==> src/rtl/bitwise_operations_if.sv <==
// Operand/result bundle for the registered bitwise logic unit.
// The master drives operands and op; the slave returns the registered result.
interface bitwise_operations_if #(
  parameter int WIDTH = 7
);
  logic [WIDTH-1:0] a;
  logic [WIDTH-1:0] b;
  logic [1:0]       op;
  logic [WIDTH-1:0] q;

  modport master (output a, output b, output op, input q);
  modport slave  (input a, input b, input op, output q);
endinterface

==> src/rtl/bitwise_operations.sv <==
// Registered bitwise logic unit: AND/OR/XOR/NOT of two operands, one result per cycle.
// Single output register with asynchronous active-low clear; no path from inputs to q.
module bitwise_operations #(
  parameter int WIDTH = 7
) (
  input  logic                 clk,
  input  logic                 rst_n,
  bitwise_operations_if.slave  bus
);

  logic [WIDTH-1:0] w_r;
  logic [WIDTH-1:0] r_q;

  // Unreachable encodings (X/Z on op) fall back to AND so no latch is inferred.
  function automatic logic [WIDTH-1:0] f_logic_op(
    input logic [WIDTH-1:0] a_in,
    input logic [WIDTH-1:0] b_in,
    input logic [1:0]       op_in
  );
    logic [WIDTH-1:0] res;
    case (op_in)
      2'b01:   res = a_in | b_in;
      2'b10:   res = a_in ^ b_in;
      2'b11:   res = ~a_in;
      default: res = a_in & b_in;
    endcase
    return res;
  endfunction

  always_comb begin
    w_r = f_logic_op(bus.a, bus.b, bus.op);
  end

  // Output register stage
  always_ff @(posedge clk or negedge rst_n) begin
    if (!rst_n) begin
      r_q <= '0;
    end else begin
      r_q <= w_r;
    end
  end

  assign bus.q = r_q;

endmodule

==> src/flat_wrapper.sv <==
// flat-port wrapper written by rule: the top's interface ports become plain ports
module bitwise_operations_flat 
#(
  parameter int WIDTH = 7
)
  (clk, rst_n, bus_a, bus_b, bus_op, bus_q);
  bitwise_operations_if #(.WIDTH(WIDTH)) bus_i ();
  input  logic clk;
  input  logic rst_n;
  input wire logic [$bits(bus_i.a)-1:0] bus_a;
  input wire logic [$bits(bus_i.b)-1:0] bus_b;
  input wire logic [$bits(bus_i.op)-1:0] bus_op;
  output wire logic [$bits(bus_i.q)-1:0] bus_q;
  assign bus_i.a = bus_a;
  assign bus_i.b = bus_b;
  assign bus_i.op = bus_op;
  assign bus_q = bus_i.q;
  bitwise_operations #(.WIDTH(WIDTH)) u_core (.clk(clk), .rst_n(rst_n), .bus(bus_i));
endmodule
==> config.mk <==
export PLATFORM = sky130hd
export DESIGN_NAME = bitwise_operations_flat
export DESIGN_NICKNAME = d
export VERILOG_FILES = /design/src/rtl/bitwise_operations_if.sv /design/src/rtl/bitwise_operations.sv /design/src/flat_wrapper.sv
export SDC_FILE = /design/constraint.sdc
export NUM_CORES = 1
export LEC_CHECK = 0
export BUFFER_PORTS_ARGS = -buffer_cell sky130_fd_sc_hd__buf_2
export CAP_MARGIN = 20
export CELL_PAD_IN_SITES_DETAIL_PLACEMENT = 1
export CELL_PAD_IN_SITES_GLOBAL_PLACEMENT = 1
export CORE_MARGIN = 4
export CORE_UTILIZATION = 37
export CTS_CLUSTER_DIAMETER = 30
export DETAILED_ROUTE_END_ITERATION = 12
export HOLD_SLACK_MARGIN = 0.12
export PLACE_DENSITY = 0.77
export SYNTH_ARGS = -nofsm -noshare
export SYNTH_HDL_FRONTEND = slang
export SYNTH_SLANG_ARGS = --single-unit
==> constraint.sdc <==
create_clock -name clk -period 1 [get_ports clk]
set_input_delay 0.2 -clock clk [delete_from_list [all_inputs] [get_ports clk]]
set_output_delay 0.2 -clock clk [all_outputs]
set_load 0.1 [all_outputs]
==> summary.md, run 1 <==
| Metric | Value |
|---|---|
| Run status | `complete, but fails checks` |
| Failing checks | `negative setup slack` |
| Kind of critical path | `register to output port` |
| Cell Rows | `14` |
| Total stage count of the critical path | `1` |
| Chip width | `between 40 and 50 microns` |
| Routability-driven placement congestion ratio | `roughly 0.64` |
| Ports placed on the boundary | `25` |
| Starting Density | `roughly two fifths` |
| Avg WL per Cell | `roughly 16 microns` |
| Power Dens Cells | `1230 mW/mm^2` |
| Relative max-transition margin | `between 80 and 90%` |
| Post-synthesis register bit count | `7` |
| Post-CTS setup buffer count | `0` |
| Relative contribution of combinational cells to total power | `between 50% and 60%` |
| Portion of the clock cycle consumed by the worst path in the final layout | `104%` |
| Total CTS buffers | `3` |
| Number of global-route vias before repair | `~600` |
| Startpoint type of the worst setup path | `register` |
| CTS tree | `built` |
| Net switching fraction of the power | `41.8%` |
| Max Buffers Root-to-Sink | `2` |
| Dominant cell type by area after synthesis | `sky130_fd_sc_hd__dfrtp_1` |
| Cell count after synthesis | `between 50 and 60` |
| GR met2 Demand/Resource | `between 20% and 30%` |
| Final Net Count | `about 120` |
| Initial antenna violation count | `0` |
| Total gr overflow | `0` |
| Net Sw Power | `roughly 0.53 mW` |
| Average instance area after synthesis | `11.9 sq um` |
| Ratio of cells with drive above 1 in the final layout | `80.5%` |
| CTS-repair resized insts | `0` |
| Flip-flop count of the largest register after layout | `7` |
| Actual transition at the worst max-transition pin | `about 0.19 ns` |
| Max-capacitance violation count | `0` |
| DRC Markers | `0` |
| Top achievable clock speed | `approximately 0.96 GHz` |
| Proportion of power drawn by flip-flops and latches | `between 20% and 30%` |
| Post-synthesis cell type count | `5` |
| Peak ir drop on the vdd network | `~0.55 mV` |
| Die area | `roughly 0.0024 sq mm` |
| Worst setup slack after layout | `-0.0437 ns` |
| Clock Pin Slew Worst Setup and Hold Paths | `about 0.06 ns` |
| GR met3 Demand/Resource | `around 2.8%` |
| Total track usage | `approximately 16%` |
| Cell type of the slowest stage on the worst timing path | `sky130_fd_sc_hd__dfrtp_2` |
| Final Hold Viols | `0` |
| Launch point of the critical path | `u_core.bus.q[2]$_DFF_PN0_` |
| DRT Pass-1 Iters | `2` |
| Kind of end point of the critical path | `output port` |
| Final Max Tran Viols | `0` |
| Final core utilization | `roughly 67%` |
| Largest net degree at the start of global routing | `8` |
| Yosys top cell area share | `28.7%` |
| Worst-path fanout max | `1` |
| Final ANT Viol Nets | `0` |
| Clock Root Buffer | `sky130_fd_sc_hd__clkbuf_4` |
| Vias after detailed routing | `~470` |
| Internal power component | `0.735 mW` |
| Overall power of the completed layout | `1.26 mW` |
| Count of buffers inserted at the top-level ports | `24` |
| Met1 capacity usage during global routing | `roughly 17%` |
| Half-perimeter wire length after detailed placement | `approximately 1300 microns` |
| Dominant cells by area after synthesis | `sky130_fd_sc_hd__dfrtp_1, sky130_fd_sc_hd__ha_1, sky130_fd_sc_hd__mux4_2` |
| Area post-placement | `~990 sq um` |
| Growth of design area from synthesis to finish | `68.2%` |
| Wire length of the first global-routing pass | `about 2900 microns` |
| Part of the total power dissipated in the clock network | `a little over a fifth` |
| Synthesis warning total | `0` |
| Cells along the critical path | `buf_12` |
| Busiest layer in global routing | `met2` |
| Starting DRT DRC Count | `3` |
| Family with the most delay on the worst path | `flip-flops` |
| Deepest level of the CTS H-tree | `1` |
| CP endpoint | `bus_q[2]` |
| Height of the die | `48.6 microns` |
| RSZ-0062 raised after global routing | `yes` |
| Worst Hold Class | `input pin to asynchronous set/reset pin` |
| Leak | `~0.48 nW` |
| CTS Sinks | `7` |
| Buffers & Inverters on Critical Path | `1` |
| CP Data Required Time | `~0.80 ns` |
| Number of antenna repair diodes | `0` |
| Sequential share of the synthesized area | `about 29%` |
| Setup violators final | `7` |
| Non-Filler Cell Area, Final | `approximately 0.0010 sq mm` |
| Area of the mapped netlist | `between 600 and 700 sq um` |
| Total wire length after detailed routing | `1600 microns` |
| Core Region | `0.00152 sq mm` |
| Largest stage delay, worst path | `approximately 0.4 ns` |
| Worst path arrival time | `0.84 ns` |
| Number of vias per cell | `between 4 and 5` |
| Most common cell after layout, fill and taps aside | `sky130_fd_sc_hd__buf_2` |
| Syn Nets | `83` |
| Post-route minimum period | `roughly 1.0 ns` |
==> logic make-up after synthesis <==
logic type,share of synthesized area (%)
adders and majority gates,28.7
buffers and inverters,16.6
DFF,28.7
muxes,25.9
==> worst min path at each step <==
stage,start,end,slack (ns),cells after the start
3_5_place_dp,rst_n,u_core.bus.q[3]$_DFF_PN0_,0.05,1
5_1_grt,rst_n,u_core.bus.q[3]$_DFF_PN0_,0.32,2
4_1_cts,rst_n,u_core.bus.q[3]$_DFF_PN0_,0.30,2
2_1_floorplan,rst_n,u_core.bus.q[0]$_DFF_PN0_,-0.1,0
3_3_place_gp,rst_n,u_core.bus.q[3]$_DFF_PN0_,0.04,1
6_report,rst_n,u_core.bus.q[3]$_DFF_PN0_,0.30,2
==> routing by layer <==
metal,wire [microns],up-vias,part of all wire (%)
met5,0,-,0
met4,22,0,1.4
met3,56,4,3.5
met2,931,15,58
met1,588,233,37
li1,-,222,-
==> power by group through the flow <==
stage	registers, mW	clock network, mW	logic, mW
6_report	0.352	0.272	0.637
5_1_grt	0.358	0.313	0.674
4_1_cts	0.354	0.284	0.647
3_5_place_dp	0.356	0	0.641
3_3_place_gp	0.357	0	0.611
2_1_floorplan	0.587	0	0.141
==> synthesized netlist by cell type <==
library cell / count
sky130_fd_sc_hd__inv_1: 21
sky130_fd_sc_hd__dfrtp_1: 7
sky130_fd_sc_hd__buf_6: 2
sky130_fd_sc_hd__mux4_2: 7
sky130_fd_sc_hd__ha_1: 14
==> what timing repair did <==
item                                    4_1_cts  5_1_grt
hold buffers                                  1        0
endpoints found under the setup margin        7        7
hold endpoints to repair                      7        0
==> area by class of cell <==
type,instances,area [sq um]
fillers,151,499
multi-input cells,21,420
repair buffers,29,265
flip-flops and latches,7,184
inverters,21,109
clock buffers,4,26.3
well taps,16,20.0
==> metrics by stage <==
stage	TNS (ns)	hold WS [ns]	setup WS, ns	std cells
global route	-0.492	0.323	-0.0764	98
detailed placement	-1.26	0.0462	-0.195	93
finish	-0.241	0.299	-0.0437	98
floorplan	0	-0.0956	0.00306	51
global placement	-1.06	0.0450	-0.160	93
CTS	-0.317	0.299	-0.0526	98
(Power assumes the default switching activity.)
==> inputs of run 2 (changes only) <==
==> constraint.sdc (replaced) <==
create_clock -name clk -period 1 [get_ports clk]
set_input_delay 0.05 -clock clk [delete_from_list [all_inputs] [get_ports clk]]
set_output_delay 0.05 -clock clk [all_outputs]
set_load 0.1 [all_outputs]
==> run 2 against run 1 <==
  * The run now ends clean
  * Non-clock buffer count down 3
  * Cell count down 3.1%
  * Global-route usage down 2.1 points
  * Combinational power down 9.9%
==> summary.md, run 2 (synthesized netlist as in run 1, its figures left out) <==
| Metric | Value |
|---|---|
| Final standard cell count with taps included and fillers excluded | `95 (-3.1%)` |
| Run status | `finished clean` |
| Initial antenna violation count | `0 (unchanged)` |
| Total gr overflow | `0 (unchanged)` |
| Avg WL per Cell | `15.0 microns (-8.3%)` |
| Kind of critical path | `register to output port` |
| Vias after detailed routing | `460 (-3.0%)` |
| Ratio of cells with drive above 1 in the final layout | `45.6% (-35 points)` |
| Number of vias per cell | `4.84 (+0.11%)` |
| Starting DRT DRC Count | `1 (-2)` |
| Total CTS buffers | `3 (unchanged)` |
| Overall power of the completed layout | `1.18 mW (-6.7%)` |
| Highest-count cells in the layout ignoring fill and taps | `sky130_fd_sc_hd__inv_1, sky130_fd_sc_hd__buf_2, sky130_fd_sc_hd__ha_1` |
| Relative contribution of combinational cells to total power | `48.7% (-1.8 points)` |
| Startpoint type of the worst setup path | `register` |
| Area used by multi-input combinational logic | `333 sq um (-21%)` |
| Number of antenna repair diodes | `0 (unchanged)` |
| Cell type of the slowest stage on the worst timing path | `sky130_fd_sc_hd__dfrtp_1` |
| Number of global-route vias before repair | `533 (-11%)` |
| Count of buffers inserted at the top-level ports | `24 (unchanged)` |
| Portion of the clock cycle consumed by the worst path in the final layout | `87.8% (-17 points)` |
| Growth of design area from synthesis to finish | `43.9%` |
| Setup violators final | `0 (-7)` |
| Wire length of the first global-routing pass | `2460 microns (-15%)` |
| Family with the most delay on the worst path | `flip-flops` |
| Core Region | `0.00152 sq mm (unchanged)` |
| Cell Rows | `14 (unchanged)` |
| Flip-flop count of the largest register after layout | `7 (unchanged)` |
| Final Hold Viols | `0 (unchanged)` |
| Part of the total power dissipated in the clock network | `21.8% (+0.2 points)` |
| Die area | `0.00236 sq mm (unchanged)` |
| Leak | `0.490 nW (+1.7%)` |
| Most common cell after layout, fill and taps aside | `sky130_fd_sc_hd__inv_1` |
| Top achievable clock speed | `1.14 GHz (+19%)` |
| Relative max-transition margin | `84.4% (-2.7 points)` |
| Largest stage delay, worst path | `0.40 ns (about the same)` |
| Peak ir drop on the vdd network | `0.582 mV (+5.1%)` |
| Height of the die | `48.6 microns (unchanged)` |
| Chip width | `48.6 microns (unchanged)` |
| Max Buffers Root-to-Sink | `2 (unchanged)` |
| Buffers & Inverters on Critical Path | `1 (unchanged)` |
| Kind of end point of the critical path | `output port` |
| Final Net Count | `112 (-2.6%)` |
| Max-capacitance violation count | `0 (unchanged)` |
| Total wire length after detailed routing | `1420 microns (-11%)` |
| Worst-path fanout max | `1 (unchanged)` |
| Power Dens Cells | `1340 mW/mm^2 (+9.0%)` |
| Starting Density | `40.0% (unchanged)` |
| Worst slack on hold paths | `0.183 ns (-0.116 ns)` |
| Deepest level of the CTS H-tree | `1 (unchanged)` |
| Area post-placement | `840 sq um (-15%)` |
| Final Max Tran Viols | `0 (unchanged)` |
| CTS Sinks | `7 (unchanged)` |
| Ports placed on the boundary | `25 (unchanged)` |
| Number of cells in the design after placement | `90 (-3.2%)` |
| Routability-driven placement congestion ratio | `0.639 (+0.11%)` |
| Proportion of power drawn by flip-flops and latches | `29.5% (+1.6 points)` |
| Cells along the critical path | `buf_12` |
| CP Data Required Time | `0.95 ns (+0.15 ns)` |
| Net switching fraction of the power | `41.3% (-0.52 points)` |
| Total track usage | `13.7% (-2.1 points)` |
| Post-CTS setup buffer count | `0 (unchanged)` |
| Actual transition at the worst max-transition pin | `0.235 ns (+0.0406 ns)` |
| Final ANT Viol Nets | `0 (unchanged)` |
| RSZ-0062 raised after global routing | `no` |
| Half-perimeter wire length after detailed placement | `1300 microns (-2.3%)` |
| DRT Pass-1 Iters | `2 (unchanged)` |
| Worst Hold Class | `input pin to asynchronous set/reset pin` |
| Post-route minimum period | `0.878 ns (-0.166 ns)` |
| CTS tree | `built` |
| DRC Markers | `0 (unchanged)` |
| Clock Pin Slew Worst Setup and Hold Paths | `0.06 ns (about the same)` |
| Worst path arrival time | `0.83 ns (about the same)` |
| Largest net degree at the start of global routing | `8 (unchanged)` |
| Net Sw Power | `0.486 mW (-7.9%)` |
| Storage cell area | `175 sq um (-4.8%)` |
| Internal power component | `0.692 mW (-5.9%)` |
| Count of filler cells inserted in the layout | `163 (+7.9%)` |
| Non-Filler Cell Area, Final | `877 sq um (-14%)` |
| Clock Root Buffer | `sky130_fd_sc_hd__clkbuf_4` |
-- run 2: cell count changes in the layout (fill, tap and decap cells not counted) --
cell,previous run,this run
sky130_fd_sc_hd__dfrtp_1,0,7
sky130_fd_sc_hd__clkinv_2,0,1
sky130_fd_sc_hd__inv_2,7,0
sky130_fd_sc_hd__inv_6,5,0
sky130_fd_sc_hd__ha_1,7,14
sky130_fd_sc_hd__clkbuf_1,1,0
sky130_fd_sc_hd__inv_1,7,21
sky130_fd_sc_hd__ha_4,7,0
sky130_fd_sc_hd__dfrtp_2,7,0
sky130_fd_sc_hd__inv_4,2,0
sky130_fd_sc_hd__buf_4,4,1
-- run 2: area by class of cell --
class                      count  share of cell area [%]
timing repair buffer          26                    27.7
clock inverter                 1                   0.571
inverter                      21                    8.99
sequential                     7                    20.0
tap                           16                    2.28
multi-input combinational     21                    37.9
clock buffer                   3                    2.57
-- run 2: worst paths after layout --
kind	cells past startpoint	slack, ns	start	to
worst max-delay path	1	0.12	u_core.bus.q[4]$_DFF_PN0_	bus_q[4]
max in group asynchronous	2	0.65	rst_n	u_core.bus.q[2]$_DFF_PN0_
min in group clk	2	0.19	bus_op[1]	u_core.bus.q[2]$_DFF_PN0_
worst min-delay path	2	0.18	rst_n	u_core.bus.q[3]$_DFF_PN0_
-- run 2: power groups by stage --
stage                     Clock (mW)  Combinational, mW  Sequential (mW)
after CTS                      0.271              0.584            0.348
after detailed placement           0              0.579            0.353
after global routing           0.289              0.606            0.349
after global placement             0              0.555            0.350
after floorplan                    0              0.111            0.579
final                          0.256              0.574            0.347
-- run 2: routing by layer --
layer | global-route usage, % | up-vias | share of wire [%]
met5 | 0 | - | 0
met3 | 4.29 | 2 | 8.4
met4 | 4.04 | 0 | 0.56
li1 | - | 216 | -
met1 | 12.2 | 225 | 32
met2 | 28.0 | 17 | 59
-- run 2: repair_timing --
action                     in CTS  in global routing
gates resized for setup         0                  0
setup endpoints to repair       0                  0
hold endpoints to repair        7                  0
hold buffers                    1                  0
-- run 2: through the flow --
step | utilization, % | worst slack [ns] | setup TNS, ns
2_1_floorplan | - | 0.0667 | 0
3_3_place_gp | 55.1 | -0.0301 | -0.169
3_5_place_dp | 55.1 | -0.0963 | -0.454
4_1_cts | 57.6 | 0.110 | 0
5_1_grt | 57.6 | 0.0930 | 0
6_report | 57.6 | 0.122 | 0
==> inputs of run 3 (changes only) <==
--- a/config.mk
+++ b/config.mk
@@ -5,16 +5,17 @@
 export SDC_FILE = /design/constraint.sdc
 export NUM_CORES = 1
 export LEC_CHECK = 0
+export ABC_AREA = 1
 export BUFFER_PORTS_ARGS = -buffer_cell sky130_fd_sc_hd__buf_2
 export CAP_MARGIN = 20
 export CELL_PAD_IN_SITES_DETAIL_PLACEMENT = 1
 export CELL_PAD_IN_SITES_GLOBAL_PLACEMENT = 1
 export CORE_MARGIN = 4
-export CORE_UTILIZATION = 37
+export CORE_UTILIZATION = 36
 export CTS_CLUSTER_DIAMETER = 30
 export DETAILED_ROUTE_END_ITERATION = 12
 export HOLD_SLACK_MARGIN = 0.12
-export PLACE_DENSITY = 0.77
+export PLACE_DENSITY = 0.78
 export SYNTH_ARGS = -nofsm -noshare
 export SYNTH_HDL_FRONTEND = slang
 export SYNTH_SLANG_ARGS = --single-unit
==> run 3 against run 2 <==
  * Via count is 37% higher
  * Cell count increased by 41%
  * Combinational power is 2% lower
  * Non-clock buffer count decreased by 1
==> summary.md, run 3 <==
| Metric | Value |
|---|---|
| Run status | `finished clean` |
| Setup total negative slack | `0 ns (unchanged)` |
| Internal power component | `0.668 mW (-3.5%)` |
| Fraction of registers with async set/reset | `100% (unchanged)` |
| Most common cell after layout, fill and taps aside | `sky130_fd_sc_hd__inv_1` |
| Cell count after synthesis | `83 (+63%)` |
| Leak | `0.516 nW (+5.3%)` |
| Ratio of cells with drive above 1 in the final layout | `27.5% (-18 points)` |
| Kind of critical path | `register to output port` |
| Family with the most delay on the worst path | `flip-flops` |
| Final Hold Viols | `0 (unchanged)` |
| Power Dens Cells | `1260 mW/mm^2 (-6.3%)` |
| Post-route minimum period | `0.888 ns (+0.0103 ns)` |
| Number of antenna repair diodes | `0 (unchanged)` |
| Yosys top cell area share | `25.8% (-2.9 points)` |
| Cell type of the slowest stage on the worst timing path | `sky130_fd_sc_hd__dfrtp_1` |
| Worst-path fanout max | `1 (unchanged)` |
| Actual transition at the worst max-transition pin | `0.372 ns (+0.138 ns)` |
| Starting DRT DRC Count | `3 (+2)` |
| Net switching fraction of the power | `42.8% (+1.6 points)` |
| Starting Density | `38.4% (-1.5 points)` |
| Worst path arrival time | `0.84 ns (about the same)` |
| Buffers & Inverters on Critical Path | `1 (unchanged)` |
| Clock Root Buffer | `sky130_fd_sc_hd__clkbuf_4` |
| Worst Hold Class | `input pin to register` |
| Wire length of the first global-routing pass | `2860 microns (+16%)` |
| Final core utilization | `52.6% (-4.9 points)` |
| DRT Pass-1 Iters | `4 (+2)` |
| Max-capacitance violation count | `0 (unchanged)` |
| Post-place setup slack | `0.190 ns (+0.287 ns)` |
| Half-perimeter wire length after detailed placement | `1340 microns (+3.5%)` |
| Largest net degree at the start of global routing | `17 (+9)` |
| Total CTS buffers | `3 (unchanged)` |
| Average instance area after synthesis | `8.17 sq um (-32%)` |
| Total wire length after detailed routing | `1540 microns (+8.4%)` |
| Number of cells in the design after placement | `129 (+43%)` |
| Final Net Count | `142 (+27%)` |
| Relative contribution of combinational cells to total power | `48.2% (-0.5 points)` |
| Chip width | `51.4 microns (+5.8%)` |
| CTS Sinks | `7 (unchanged)` |
| Count of buffers inserted at the top-level ports | `24 (unchanged)` |
| Routability-driven placement congestion ratio | `0.713 (+12%)` |
| Final standard cell count with taps included and fillers excluded | `134 (+41%)` |
| Net Sw Power | `0.500 mW (+3.0%)` |
| Dominant cells by area after synthesis | `sky130_fd_sc_hd__dfrtp_1, sky130_fd_sc_hd__ha_1, sky130_fd_sc_hd__inv_1` |
| Most frequent cells after synthesis | `sky130_fd_sc_hd__inv_1, sky130_fd_sc_hd__ha_1, sky130_fd_sc_hd__nand2_1, sky130_fd_sc_hd__nand3_1` |
| Deepest level of the CTS H-tree | `1 (unchanged)` |
| Setup violators final | `0 (unchanged)` |
| Highest-count cells in the layout ignoring fill and taps | `sky130_fd_sc_hd__inv_1, sky130_fd_sc_hd__buf_2, sky130_fd_sc_hd__nand2_1, sky130_fd_sc_hd__nand3_1, sky130_fd_sc_hd__ha_1` |
| Worst slack on hold paths | `0.122 ns (-0.0615 ns)` |
| Height of the die | `51.4 microns (+5.8%)` |
| Vias after detailed routing | `631 (+37%)` |
| Synthesis warning total | `0 (unchanged)` |
| Count of flip-flops with a built-in enable after synthesis | `0 (unchanged)` |
| Sequential share of the synthesized area | `25.8% (-2.9 points)` |
| Core Region | `0.00176 sq mm (+16%)` |
| CP Data Required Time | `0.95 ns (about the same)` |
| Growth of design area from synthesis to finish | `36.9%` |
| Post-synthesis cell type count | `11 (+6)` |
| Area post-placement | `892 sq um (+6.3%)` |
| Clock Pin Slew Worst Setup and Hold Paths | `0.06 ns (about the same)` |
| Relative max-transition margin | `75.2% (-9.2 points)` |
| Most common flop cell mapped by yosys | `sky130_fd_sc_hd__dfrtp_1` |
| Proportion of power drawn by flip-flops and latches | `29.4% (about the same)` |
| Non-Filler Cell Area, Final | `928 sq um (+5.8%)` |
| Total gr overflow | `0 (unchanged)` |
| CTS tree | `built` |
| Die area | `0.00264 sq mm (+12%)` |
| Kind of end point of the critical path | `output port` |
| Final ANT Viol Nets | `0 (unchanged)` |
| Worst setup slack after layout | `0.112 ns (-0.0103 ns)` |
| DRC Markers | `0 (unchanged)` |
| Syn Nets | `115 (+39%)` |
| Final Max Tran Viols | `0 (unchanged)` |
| Peak ir drop on the vdd network | `0.471 mV (-19%)` |
| Portion of the clock cycle consumed by the worst path in the final layout | `88.8% (+1.0 points)` |
| CTS-repair resized insts | `0 (unchanged)` |
| Max Buffers Root-to-Sink | `2 (unchanged)` |
| Ports placed on the boundary | `25 (unchanged)` |
| Largest stage delay, worst path | `0.40 ns (about the same)` |
| Post-CTS setup buffer count | `0 (unchanged)` |
| Cell Rows | `15 (+1)` |
| Number of global-route vias before repair | `697 (+31%)` |
| RSZ-0062 raised after global routing | `no` |
| Part of the total power dissipated in the clock network | `22.4% (+0.6 points)` |
| Dominant cell type by area after synthesis | `sky130_fd_sc_hd__dfrtp_1` |
| Flip-flop count of the largest register after layout | `7 (unchanged)` |
| Initial antenna violation count | `0 (unchanged)` |
| Area of the mapped netlist | `678 sq um (+11%)` |
| Total track usage | `14.3% (+0.61 points)` |
| Avg WL per Cell | `11.5 microns (-23%)` |
| Overall power of the completed layout | `1.17 mW (-0.79%)` |
| Post-synthesis register bit count | `7 (unchanged)` |
| Top achievable clock speed | `1.13 GHz (-1.2%)` |
| Number of vias per cell | `4.71 (-2.7%)` |
| Startpoint type of the worst setup path | `register` |
| Cells along the critical path | `buf_12` |
| Dominant cell by count in the synthesized netlist | `sky130_fd_sc_hd__inv_1` |
run 3: changes by cell type in the layout (fill, tap and decap cells not counted), sizes merged:
| cell | change |
|---|---|
| clkbuf | +1 |
| nand3 | +14 |
| clkinv | -1 |
| nor2 | +2 |
| mux4 | -7 |
| inv | +1 |
| buf | -1 |
| nand4 | +7 |
| nand2 | +14 |
run 3: power by group through the flow:
stage          clock, mW  combinational [mW]  sequential (mW)
2_1_floorplan          0               0.130            0.565
3_3_place_gp           0               0.553            0.347
6_report           0.261               0.563            0.344
4_1_cts            0.261               0.570            0.345
5_1_grt            0.281               0.601            0.347
3_5_place_dp           0               0.566            0.349
run 3: tightest hold or removal path: cells and delay by family:
family                 cells  cell delay, ns
buffers and inverters      2            0.14
AND/OR/NAND/NOR            2            0.15
run 3: per-layer routing:
| layer | part of all wire (%) | GRT usage [%] |
|---|---|---|
| met5 | 0 | 0 |
| met4 | 1.4 | 5.24 |
| met3 | 5.0 | 3.79 |
| met2 | 53 | 25.2 |
| met1 | 40 | 16.4 |
run 3: layout make-up:
type / instances / area (sq um)
clock buffer: 4 / 26.3
fill: 227 / 836
inverter: 22 / 87.6
multi-input combinational: 51 / 373
sequential: 7 / 175
tap: 25 / 31.3
timing repair buffer: 25 / 235
run 3: cells by family (layout without fill, tap and decap cells):
logic type	Yosys count	in the layout	share of synthesized area, %
buffers and inverters	25	51	19.2
and+or+nand+nor	37	37	29.2
DFF	7	7	25.8
adders and majority gates	14	14	25.8
run 3: path summary, 6_finish.rpt:
kind,cells after the start,to,slack [ns],start
max in group asynchronous,2,u_core.bus.q[6]$_DFF_PN0_,0.67,rst_n
min in group asynchronous,2,u_core.bus.q[0]$_DFF_PN0_,0.17,rst_n
hold / removal,4,u_core.bus.q[5]$_DFF_PN0_,0.12,bus_a[5]
setup / recovery,1,bus_q[5],0.11,u_core.bus.q[5]$_DFF_PN0_
run 3: repair_timing:
action | CTS | global route
hold endpoints to repair | 7 | 0
setup endpoints to repair | 0 | 0
hold buffers | 1 | 0
